[src/rtl/time_entry_register_if.sv]
// Keypad-side inputs and digit-buffer/timer-handshake outputs of the time entry register.
// The bench drives through master; the register sits on slave.
interface time_entry_register_if;
  logic [3:0] bcd;
  logic       loadn;
  logic       clear_key;
  logic       start;
  logic       timer_ready;
  logic [3:0] sec_ones;
  logic [3:0] sec_tens;
  logic [3:0] min_ones;
  logic [3:0] min_tens;
  logic [2:0] digit_count;
  logic       load_valid;
  logic       entry_err;
  logic       busy;

  modport master (
    output bcd, loadn, clear_key, start, timer_ready,
    input  sec_ones, sec_tens, min_ones, min_tens, digit_count,
           load_valid, entry_err, busy
  );

  modport slave (
    input  bcd, loadn, clear_key, start, timer_ready,
    output sec_ones, sec_tens, min_ones, min_tens, digit_count,
           load_valid, entry_err, busy
  );
endinterface

[src/rtl/time_entry_register.sv]
// Collects up to four BCD keypad digits as MM:SS and offers them to a downstream
// timer through a valid/ready load handshake; all outputs come straight from registers.
module time_entry_register (
  input  logic                 clk,
  input  logic                 reset,
  time_entry_register_if.slave bus
);
  typedef enum logic [1:0] {IDLE, ENTRY, LOAD} state_t;

  state_t     r_state;
  logic       r_loadn_prev;
  logic       r_loadn_seen;
  logic       r_press_p0;
  logic [3:0] r_bcd_p0;
  logic [3:0] r_sec_ones;
  logic [3:0] r_sec_tens;
  logic [3:0] r_min_ones;
  logic [3:0] r_min_tens;
  logic [2:0] r_count;
  logic       r_load_valid;
  logic       r_entry_err;
  logic       r_busy;

  logic       w_fall;
  logic       w_digit_ok;
  logic       w_start_ok;

  // r_loadn_seen blocks a key held low across reset release from looking like a fresh press.
  assign w_fall     = r_loadn_seen & r_loadn_prev & ~bus.loadn;
  assign w_digit_ok = r_press_p0 & (r_bcd_p0 <= 4'd9) & (r_count < 3'd4);
  assign w_start_ok = (r_sec_tens <= 4'd5);

  // Stage p0: edge detect and digit capture; stage p1: FSM and digit buffer.
  always_ff @(posedge clk) begin
    if (reset) begin
      r_state      <= IDLE;
      r_loadn_prev <= 1'b1;
      r_loadn_seen <= 1'b0;
      r_press_p0   <= 1'b0;
      r_bcd_p0     <= 4'd0;
      r_sec_ones   <= 4'd0;
      r_sec_tens   <= 4'd0;
      r_min_ones   <= 4'd0;
      r_min_tens   <= 4'd0;
      r_count      <= 3'd0;
      r_load_valid <= 1'b0;
      r_entry_err  <= 1'b0;
      r_busy       <= 1'b0;
    end else begin
      r_loadn_prev <= bus.loadn;
      r_loadn_seen <= r_loadn_seen | bus.loadn;
      r_press_p0   <= w_fall;
      r_bcd_p0     <= bus.bcd;
      r_entry_err  <= 1'b0;

      if (bus.clear_key) begin
        r_state      <= IDLE;
        r_sec_ones   <= 4'd0;
        r_sec_tens   <= 4'd0;
        r_min_ones   <= 4'd0;
        r_min_tens   <= 4'd0;
        r_count      <= 3'd0;
        r_load_valid <= 1'b0;
        r_busy       <= 1'b0;
      end else begin
        case (r_state)
          IDLE: begin
            if (w_digit_ok) begin
              r_min_tens <= r_min_ones;
              r_min_ones <= r_sec_tens;
              r_sec_tens <= r_sec_ones;
              r_sec_ones <= r_bcd_p0;
              r_count    <= r_count + 3'd1;
              r_state    <= ENTRY;
              r_busy     <= 1'b1;
            end
          end

          ENTRY: begin
            // A start, honoured or rejected, swallows any press landing in the same cycle.
            if (bus.start) begin
              if (w_start_ok) begin
                r_state      <= LOAD;
                r_load_valid <= 1'b1;
              end else begin
                r_entry_err  <= 1'b1;
              end
            end else if (w_digit_ok) begin
              r_min_tens <= r_min_ones;
              r_min_ones <= r_sec_tens;
              r_sec_tens <= r_sec_ones;
              r_sec_ones <= r_bcd_p0;
              r_count    <= r_count + 3'd1;
            end
          end

          LOAD: begin
            if (r_load_valid && bus.timer_ready) begin
              r_state      <= IDLE;
              r_sec_ones   <= 4'd0;
              r_sec_tens   <= 4'd0;
              r_min_ones   <= 4'd0;
              r_min_tens   <= 4'd0;
              r_count      <= 3'd0;
              r_load_valid <= 1'b0;
              r_busy       <= 1'b0;
            end
          end

          default: begin
            r_state      <= IDLE;
            r_load_valid <= 1'b0;
            r_busy       <= 1'b0;
          end
        endcase
      end
    end
  end

  assign bus.sec_ones    = r_sec_ones;
  assign bus.sec_tens    = r_sec_tens;
  assign bus.min_ones    = r_min_ones;
  assign bus.min_tens    = r_min_tens;
  assign bus.digit_count = r_count;
  assign bus.load_valid  = r_load_valid;
  assign bus.entry_err   = r_entry_err;
  assign bus.busy        = r_busy;
endmodule

[src/flat_wrapper.sv]
// flat-port wrapper written by rule: the top's interface ports become plain ports
module time_entry_register_flat 
  (clk, reset, bus_bcd, bus_loadn, bus_clear_key, bus_start, bus_timer_ready, bus_sec_ones, bus_sec_tens, bus_min_ones, bus_min_tens, bus_digit_count, bus_load_valid, bus_entry_err, bus_busy);
  time_entry_register_if bus_i ();
  input  logic clk;
  input  logic reset;
  input wire logic [$bits(bus_i.bcd)-1:0] bus_bcd;
  input wire logic [$bits(bus_i.loadn)-1:0] bus_loadn;
  input wire logic [$bits(bus_i.clear_key)-1:0] bus_clear_key;
  input wire logic [$bits(bus_i.start)-1:0] bus_start;
  input wire logic [$bits(bus_i.timer_ready)-1:0] bus_timer_ready;
  output wire logic [$bits(bus_i.sec_ones)-1:0] bus_sec_ones;
  output wire logic [$bits(bus_i.sec_tens)-1:0] bus_sec_tens;
  output wire logic [$bits(bus_i.min_ones)-1:0] bus_min_ones;
  output wire logic [$bits(bus_i.min_tens)-1:0] bus_min_tens;
  output wire logic [$bits(bus_i.digit_count)-1:0] bus_digit_count;
  output wire logic [$bits(bus_i.load_valid)-1:0] bus_load_valid;
  output wire logic [$bits(bus_i.entry_err)-1:0] bus_entry_err;
  output wire logic [$bits(bus_i.busy)-1:0] bus_busy;
  assign bus_i.bcd = bus_bcd;
  assign bus_i.loadn = bus_loadn;
  assign bus_i.clear_key = bus_clear_key;
  assign bus_i.start = bus_start;
  assign bus_i.timer_ready = bus_timer_ready;
  assign bus_sec_ones = bus_i.sec_ones;
  assign bus_sec_tens = bus_i.sec_tens;
  assign bus_min_ones = bus_i.min_ones;
  assign bus_min_tens = bus_i.min_tens;
  assign bus_digit_count = bus_i.digit_count;
  assign bus_load_valid = bus_i.load_valid;
  assign bus_entry_err = bus_i.entry_err;
  assign bus_busy = bus_i.busy;
  time_entry_register u_core (.clk(clk), .reset(reset), .bus(bus_i));
endmodule
[config.mk]
export PLATFORM = sky130hd
export DESIGN_NAME = time_entry_register_flat
export DESIGN_NICKNAME = d
export VERILOG_FILES = /design/src/rtl/time_entry_register_if.sv /design/src/rtl/time_entry_register.sv /design/src/flat_wrapper.sv
export SDC_FILE = /design/constraint.sdc
export NUM_CORES = 1
export LEC_CHECK = 0
export ABC_AREA = 1
export CAP_MARGIN = 25
export CORE_MARGIN = 2
export CORE_UTILIZATION = 48
export CTS_CLUSTER_SIZE = 28
export DETAILED_ROUTE_END_ITERATION = 7
export HOLD_SLACK_MARGIN = 0.1
export MAX_ROUTING_LAYER = met4
export PLACE_DENSITY_LB_ADDON = 0.25
export SLEW_MARGIN = 20
export SYNTH_ARGS = -nofsm -noshare
export SYNTH_HDL_FRONTEND = slang
export SYNTH_SLANG_ARGS = --single-unit
[constraint.sdc]
create_clock -name clk -period 1.45 [get_ports clk]
set_input_delay 0.29 -clock clk [delete_from_list [all_inputs] [get_ports clk]]
set_output_delay 0.29 -clock clk [all_outputs]
set_load 0.02 [all_outputs]
==> flow_summary_export.csv, run 1 <==
group,metric,value,unit
die,fp-row-count,19,
final_layout,design_area,1710,um^2
worst_setup_path,cp_top_family,"flip-flops",
drt,vias_per_cell,4.84,
synth,muxShareOfSynthArea,0,
die,io_pins,32,
clock_tree,cts.sinks,31,
clock_tree,clkTransAtPathRegs,0.09,ns
synth,syn_inst,192,
drt,drt_iter0_drc,42,
run_status,outcome,"completed",
global_routing,grt_max_degree,21,
drt,num_vias,1262,
place,place_area,1680,um^2
timing,period_minus_slack,1.36,ns
die,initial_core_util,0.495,
final_layout,multi_input_area,569,um^2
pwr,power_leakage,0.000801,uW
worst_setup_path,worst_setup_path_end_kind,"primary output",
synth,syn-cell-area,1340,um^2
timing,finClkSkew,0.00305,ns
synth,syn_area_per_cell,6.99,um^2
clock_tree,clkLatencyLatePin,0.33,ns
drt,dr.pass1.iters,4,
place,gp_congestion,0.784,
place,hpwl,1.95,mm
final_layout,fillers,259,
worst_hold_path,hold_path_class,"reg2reg",
timing,setup_slack,0.0932,ns
synth,synthAdderAreaFrac,0.00933,
final_layout,layout-drive-gt1-share,0.0957,
worst_setup_path,worstPathCellList,"dlygate4sd2_1",
synth,synth_fp_nets,203,
run,max_cap_violations,0,
final_layout,final_cell_mix,"nand2_1, nor2_1, dfxtp_1",
die,dieWidth,56.9,um
timing,fin_crit_sh,0.936,
timing,max_freq,737,MHz
timing,setup_violations,0,
synth,ys_ff_latch,31,
place,portBuffers,31,
clock_tree,cts_made_buffers,5,
clock_tree,cts_tree,"done",
final_layout,area_growth,27.8,%
timing,maxSlewHeadroom,0.796,
synth,synth_top_family_by_area,"simple AND/OR/NAND/NOR gates",
timing,worstMarginPinSlew,0.302,ns
worst_setup_path,cp.arrival,1.07,ns
global_routing,grt_antenna_before_repair,0,
timing,hold_viol_final,0,
drt,antenna_left,0,
synth,synthSimpleGateAreaFrac,0.378,
pwr,powerDensity,895,nW/um^2
worst_setup_path,required,1.16,ns
global_routing,grt_pass1_wl,4.72,mm
worst_setup_path,cp_max_fo,4,
clock_tree,htree_levels,2,
die,core,2710,um^2
worst_setup_path,worst-path-buf-inv,1,
die,dieArea,3230,um^2
global_routing,grt_usage,0.193,
synth,yosys.cell_types.count,17,
final_layout,nets,241,
worst_setup_path,cp-start-kind,"flop",
drt,drc,0,
timing,slew_violations,0,
worst_setup_path,cp_slowest_cell,"dfxtp_1",
pwr,total_power,1530,uW
clock_tree,root_buffer,"clkbuf_4",
synth,seq_area_frac_synth,0.463,
synth,synth_xor_area_frac,0,
final_layout,insertedDiodeCount,0,
timing,timing.hold.ws,0.420,ns
final_layout,seqCellArea,621,um^2
final_layout,final_common_cell,"nand2_1",
global_routing,gr-total-overflow,0,
pwr,ir_drop,0.000633,V
synth,ys_warn_count,0,
synth,synth-compound-area-share,0.0373,
die,dieHeight,56.9,um
clock_tree,cts_buffer_depth,2,
worst_setup_path,slowest_delay,0.39,ns
final_layout,final_util,0.633,
worst_setup_path,path_class,"reg2out",
global_routing,first_global_vias,1180,
drt,wl_per_cell,10.1,um
place,dp_slack,-0.147,ns
timing,rsz0062_at_grt,"no",
drt,routed_wl,2.65,mm
[routing by layer]
layer / vias up / track usage / part of all wire / wire (um)
met4: 0 / 0.110 / 0.017 / 44
met2: 37 / 0.304 / 0.46 / 1220
met1: 548 / 0.221 / 0.46 / 1220
met5: - / - / 0 / 0
li1: 670 / - / - / -
met3: 7 / 0.0507 / 0.061 / 161
[worst register-to-register path, stage by stage (launching register included)]
cell	delay, ns
dfxtp_1	0.44
nand2_1	0.16
nand2_1	0.14
nand2_1	0.11
inv_4	0.18
nor2_1	0.06
nor2_1	0.09
[cell families (layout without fill, tap and decap cells)]
family | Yosys count | after routing
AOI/OAI and AO/OA | 10 | 10
adders and majority gates | 1 | 1
buffers and inverters | 26 | 64
DFF | 31 | 31
and+or+nand+nor | 124 | 124
[registers in the layout, indices dropped and copies added, names as in the netlist]
register and flops:
u_core.bus.min_ones 4, u_core.bus.min_tens 4, u_core.bus.sec_ones 4, u_core.bus.sec_tens 4
u_core.r_bcd_p0 4, u_core.bus.digit_count 3, u_core.r_state 2, u_core.bus.busy 1
u_core.bus.entry_err 1, u_core.bus.load_valid 1, u_core.r_loadn_prev 1, u_core.r_loadn_seen 1
u_core.r_press_p0 1
[metrics by stage]
step / cells / setup TNS [ns]
floorplan: 192 / 0
global placement: 254 / -1.06
detailed placement: 254 / -2.08
CTS: 261 / 0
global route: 261 / 0
finish: 261 / 0
[cell usage after synthesis (all sizes together)]
library cell | number | share of area
nand3 | 21 | 0.078
nor3 | 2 | 0.0075
dfxtp | 31 | 0.46
or2 | 1 | 0.0047
nor2 | 50 | 0.15
a21oi | 6 | 0.022
ha | 1 | 0.0093
inv | 17 | 0.048
buf | 9 | 0.065
o21ai | 4 | 0.015
nand2 | 50 | 0.14
[final timing paths]
check	startpoint	depth (start not counted)	slack, ns	to
worst max-delay path	u_core.bus.sec_tens[3]	1	0.09	bus_sec_tens[3]
worst max register to register	u_core.r_state[1]	6	0.22	u_core.bus.sec_ones[2]
worst min register to register	u_core.r_loadn_prev	2	0.42	u_core.r_press_p0
worst min-delay path	u_core.r_loadn_prev	2	0.42	u_core.r_press_p0
[power by group]
part | leakage, uW | switching [uW] | internal (uW)
logic | 0.000515 | 80.8 | 71.1
registers | 0.000252 | 10.5 | 871
clock network | 0.0000341 | 277 | 224
total | 0.000801 | 369 | 1170
[final cells by class]
| cell class | count | share of cell area |
|---|---|---|
| well taps | 31 | 0.0226 |
| flip-flops and latches | 31 | 0.362 |
| multi-input cells | 135 | 0.332 |
| clock inverters | 1 | 0.00292 |
| repair buffers | 40 | 0.212 |
| inverters | 17 | 0.0387 |
| clock buffers | 6 | 0.0299 |
[repair_timing]
action / 4_1_cts / 5_1_grt
hold buffers: 0 / 0
resized for setup: 22 / 2
endpoints found under the setup margin: 22 / 1
setup buffers: 0 / 0
hold endpoints to repair: 0 / 0
No activity file was read; power rests on OpenSTA's default activity.
==> run 2: changes to the inputs <==
--- a/config.mk
+++ b/config.mk
@@ -14,6 +14,7 @@
 export HOLD_SLACK_MARGIN = 0.1
 export MAX_ROUTING_LAYER = met4
 export PLACE_DENSITY_LB_ADDON = 0.25
+export SKIP_CTS_REPAIR_TIMING = 1
 export SLEW_MARGIN = 20
 export SYNTH_ARGS = -nofsm -noshare
 export SYNTH_HDL_FRONTEND = slang
==> run 2 against run 1 <==
  * Die area unchanged
  * Highest routed layer unchanged
  * Via count increased by 0.71%
  * Register-to-register slack about the same
==> flow_summary_export.csv, run 2 (synthesized netlist as in run 1, its figures left out) <==
group,metric,value,unit
worst_setup_path,worstPathCellList,"dlymetal6s2s_1",
global_routing,grt_usage,0.193,
timing,worstMarginPinSlew,0.302,ns
die,io_pins,32,
drt,vias_per_cell,4.87,
worst_setup_path,cp_max_fo,4,
drt,drt_iter0_drc,42,
place,place_area,1680,um^2
worst_setup_path,slowest_delay,0.39,ns
worst_setup_path,cp_top_family,"flip-flops",
worst_setup_path,cp-start-kind,"flop",
drt,wl_per_cell,10.4,um
die,dieWidth,56.9,um
timing,slew_violations,0,
timing,period_minus_slack,1.26,ns
pwr,power_leakage,0.00110,uW
worst_hold_path,hold_path_class,"reg2reg",
worst_hold_path,whs_path_depth,2,
timing,tns,0,ns
global_routing,grt_antenna_before_repair,0,
clock_tree,clkLatencyLatePin,0.33,ns
place,gp_congestion,0.784,
final_layout,nets,241,
worst_hold_path,hold_path.startpoint,"u_core.r_loadn_prev",
timing,fin_crit_sh,0.866,
drt,routed-wl-met3,179,um
clock_tree,clkTransAtPathRegs,0.09,ns
final_layout,insertedDiodeCount,0,
die,initial_core_util,0.495,
worst_setup_path,worst_setup_path_end_kind,"primary output",
drt,drc,0,
worst_setup_path,r2r_cells,6,
timing,hold_viol_final,0,
final_layout,area_growth,34.0,%
global_routing,gr-total-overflow,0,
final_layout,final_cell_mix,"nand2_1, nor2_1, dfxtp_1",
worst_setup_path,worst-path-buf-inv,1,
pwr,powerDensity,859,nW/um^2
clock_tree,cts_made_buffers,5,
drt,antenna_left,0,
drt,wl_met1,1.22,mm
run,max_cap_violations,0,
drt,num_vias,1271,
pwr,ir_drop,0.000720,V
timing,max_freq,796,MHz
drt,dr.pass1.iters,4,
worst_setup_path,crit_path_start,"u_core.bus.sec_tens[3]",
final_layout,layout-drive-gt1-share,0.0957,
place,dp_cells,254,
timing,rsz0062_at_grt,"no",
clock_tree,htree_levels,2,
clock_tree,cts.sinks,31,
global_routing,first_global_vias,1183,
worst_setup_path,cp.depth,1,
die,dieArea,3230,um^2
worst_setup_path,cp.arrival,0.97,ns
final_layout,fin_cells,261,
place,portBuffers,31,
place,hpwl,1.95,mm
worst_setup_path,required,1.16,ns
die,dieHeight,56.9,um
timing,finClkSkew,0.00557,ns
run_status,outcome,"completed",
clock_tree,cts_tree,"done",
drt,routed_wl,2.73,mm
die,core,2710,um^2
worst_setup_path,path_class,"reg2out",
timing,timing.hold.ws,0.419,ns
drt,wl_met2,1.28,mm
global_routing,grt_max_degree,21,
final_layout,final_common_cell,"nand2_1",
die,fp-row-count,19,
worst_setup_path,cp_slowest_cell,"dfxtp_1",
timing,maxSlewHeadroom,0.796,
final_layout,final_util,0.663,
final_layout,design_area,1800,um^2
clock_tree,cts_buffer_depth,2,
clock_tree,root_buffer,"clkbuf_4",
timing,setup_violations,0,
drt,top_layer_used,"met4",
global_routing,grt_pass1_wl,4.73,mm
worst_setup_path,r2r-start,"u_core.r_state[1]",
-- run 2: stage by stage --
step                worst slack [ns]  total power (uW)
finish                         0.194              1540
global route                  0.0784              1610
CTS                           -0.201              1560
detailed placement            -0.147              1060
global placement             -0.0819              1050
floorplan                      0.247               995
-- run 2: power breakdown --
group	switching, uW	leakage (uW)	internal [uW]
registers	10.4	0.000252	871
logic	80.9	0.000816	75.6
clock network	282	0.0000341	224
-- run 2: per-layer routing --
layer / track usage / up-vias
li1: - / 668
met2: 0.302 / 37
met5: - / -
met1: 0.224 / 559
met4: 0.110 / 0
met3: 0.0507 / 7
-- run 2: area by class of cell --
type | count | area (um^2)
sequential | 31 | 621
clock buffer | 6 | 51.3
inverter | 17 | 66.3
multi-input combinational | 135 | 569
tap | 31 | 38.8
fill | 239 | 913
clock inverter | 1 | 5.00
timing repair buffer | 40 | 445
-- run 2: final timing paths --
kind | endpoint | slack (ns)
max reg2reg | u_core.bus.sec_ones[2] | 0.21
min | u_core.r_press_p0 | 0.42
min reg2reg | u_core.r_press_p0 | 0.42
max | bus_sec_tens[3] | 0.19
==> run 3: changes to the inputs <==
--- a/config.mk
+++ b/config.mk
@@ -11,7 +11,6 @@
 export CORE_UTILIZATION = 48
 export CTS_CLUSTER_SIZE = 28
 export DETAILED_ROUTE_END_ITERATION = 7
-export HOLD_SLACK_MARGIN = 0.1
 export MAX_ROUTING_LAYER = met4
 export PLACE_DENSITY_LB_ADDON = 0.25
 export SKIP_CTS_REPAIR_TIMING = 1
==> constraint.sdc (replaced) <==
create_clock -name clk -period 1.45 [get_ports clk]
set_input_delay 0.435 -clock clk [delete_from_list [all_inputs] [get_ports clk]]
set_output_delay 0.435 -clock clk [all_outputs]
set_load 0.02 [all_outputs]
==> run 3 against run 2 <==
  * Power is 13% higher
  * Final cell count increased by 2.7%
  * Routed wire length is 5.1% higher
  * Critical endpoint is now bus_sec_ones[3]
  * Sequential share of layout area decreased by 1.4 points
  * Largest power group unchanged
==> flow_summary_export.csv, run 3 (synthesized netlist as in run 1, its figures left out) <==
group,metric,value,unit
timing,hold_viol_final,0,
drt,wl_per_cell,10.7,um
drt,drt_iter0_drc,43,
die,initial_core_util,0.495,
drt,drc,0,
clock_tree,cts_tree,"done",
pwr,ir_drop,0.000946,V
final_layout,area_growth,39.6,%
clock_tree,htree_levels,2,
timing,finClkSkew,0.00900,ns
clock_tree,clkLatencyLatePin,0.34,ns
worst_setup_path,cp.arrival,0.95,ns
die,dieWidth,56.9,um
worst_hold_path,whs_path_depth,2,
clock_tree,clkTransAtPathRegs,0.10,ns
final_layout,fillers,235,
place,dp_slack,-0.280,ns
final_layout,final_common_cell,"nand2_1",
worst_setup_path,r2r-end,"u_core.bus.sec_tens[0]",
worst_setup_path,path_class,"reg2out",
global_routing,grt_max_degree,21,
clock_tree,cts_made_buffers,5,
global_routing,grt_pass1_wl,4.85,mm
clock_tree,root_buffer,"clkbuf_4",
worst_setup_path,cp_max_fo,3,
die,dieHeight,56.9,um
worst_hold_path,hold_path_class,"reg2reg",
global_routing,grt_antenna_before_repair,0,
final_layout,insertedDiodeCount,0,
worst_setup_path,cp_slowest_cell,"dfxtp_1",
run,max_cap_violations,0,
pwr,powerDensity,936,nW/um^2
worst_setup_path,regToRegSetupSlack,0.13,ns
timing,setup_slack,0.0609,ns
final_layout,final_util,0.691,
die,core,2710,um^2
drt,routed_wl,2.87,mm
global_routing,first_global_vias,1187,
worst_hold_path,hold_path.startpoint,"u_core.r_loadn_prev",
clock_tree,cts.sinks,31,
pwr,total_power,1750,uW
worst_setup_path,slowest_delay,0.38,ns
worst_hold_path,min_to,"u_core.r_press_p0",
timing,worstMarginPinSlew,0.314,ns
die,dieArea,3230,um^2
worst_setup_path,worst_setup_path_end_kind,"primary output",
pwr,p_int,1360,uW
global_routing,grt_usage,0.200,
die,fp-row-count,19,
drt,vias_per_cell,4.90,
place,portBuffers,31,
worst_setup_path,cp-start-kind,"flop",
final_layout,final_cell_mix,"nand2_1, nor2_1, dfxtp_1",
timing,slew_violations,0,
global_routing,gr-total-overflow,0,
pwr,p_seq_frac,0.503,
drt,antenna_left,0,
timing,max_freq,720,MHz
run_status,outcome,"completed",
worst_setup_path,worst-path-buf-inv,1,
die,io_pins,32,
pwr,comb_power_share,0.092,
pwr,p_sw_frac,0.226,
pwr,switchingPower,395,uW
worst_setup_path,cp_top_family,"flip-flops",
final_layout,nets,247,
place,hpwl,2.05,mm
drt,num_vias,1313,
final_layout,fin_cells,268,
place,gp_congestion,0.784,
pwr,power_leakage,0.00115,uW
place,dp_cells,260,
timing,rsz0062_at_grt,"no",
worst_setup_path,required,1.02,ns
drt,dr.pass1.iters,4,
timing,timing.hold.ws,0.421,ns
worst_setup_path,worstPathCellList,"dlymetal6s2s_1",
timing,maxSlewHeadroom,0.789,
final_layout,layout-drive-gt1-share,0.122,
timing,period_minus_slack,1.39,ns
pwr,clkPwrFrac,0.406,
clock_tree,cts_buffer_depth,2,
worst_setup_path,r2r-start,"u_core.r_bcd_p0[2]",
timing,fin_crit_sh,0.958,
timing,setup_violations,0,
worst_setup_path,r2r_cells,7,
==> run 3: changes by cell type in the layout (fill, tap and decap cells not counted) <==
cell,before,now
buf_4,8,14
bufinv_16,0,1
==> run 3: final cells by class <==
cell class                 instances  area [um^2]  share of cell area
tap                               31         38.8              0.0207
sequential                        31          621               0.332
clock buffer                       6         51.3              0.0274
inverter                          17         66.3              0.0354
timing repair buffer              46          490               0.262
clock inverter                     2         35.0              0.0187
multi-input combinational        135          569               0.304
==> run 3: power groups by stage <==
stage	combinational [uW]	sequential, uW	clock, uW
2_1_floorplan	84.3	911	0
3_3_place_gp	158	900	0
3_5_place_dp	161	901	0
4_1_cts	162	881	725
5_1_grt	179	883	763
6_report	161	881	710
==> run 3: worst max-delay path by stage <==
stage / endpoint / slack [ns] / startpoint / cells after the start
after floorplan: u_core.bus.sec_tens[2] / 0.25 / u_core.bus.digit_count[2] / 8
after CTS: bus_digit_count[1] / -0.33 / u_core.bus.digit_count[1] / 1
after detailed placement: u_core.bus.sec_tens[0] / -0.28 / bus_timer_ready / 9
after global routing: bus_digit_count[1] / 0.01 / u_core.bus.digit_count[1] / 1
final: bus_sec_ones[3] / 0.06 / u_core.bus.sec_ones[3] / 1
after global placement: u_core.bus.sec_ones[1] / -0.23 / bus_timer_ready / 9
==> run 3: through the flow <==
| step | TNS [ns] | area (um^2) |
|---|---|---|
| 2_1_floorplan | 0 | 1340 |
| 3_3_place_gp | -4.25 | 1730 |
| 3_5_place_dp | -5.04 | 1730 |
| 4_1_cts | -6.52 | 1810 |
| 5_1_grt | 0 | 1870 |
| 6_report | 0 | 1870 |
==> run 3: routing by layer <==
layer	wire [um]	up-vias	global-route usage
met1	1210	586	0.219
li1	-	674	-
met5	0	-	-
met2	1400	47	0.332
met3	201	6	0.0691
met4	49	0	0.0797
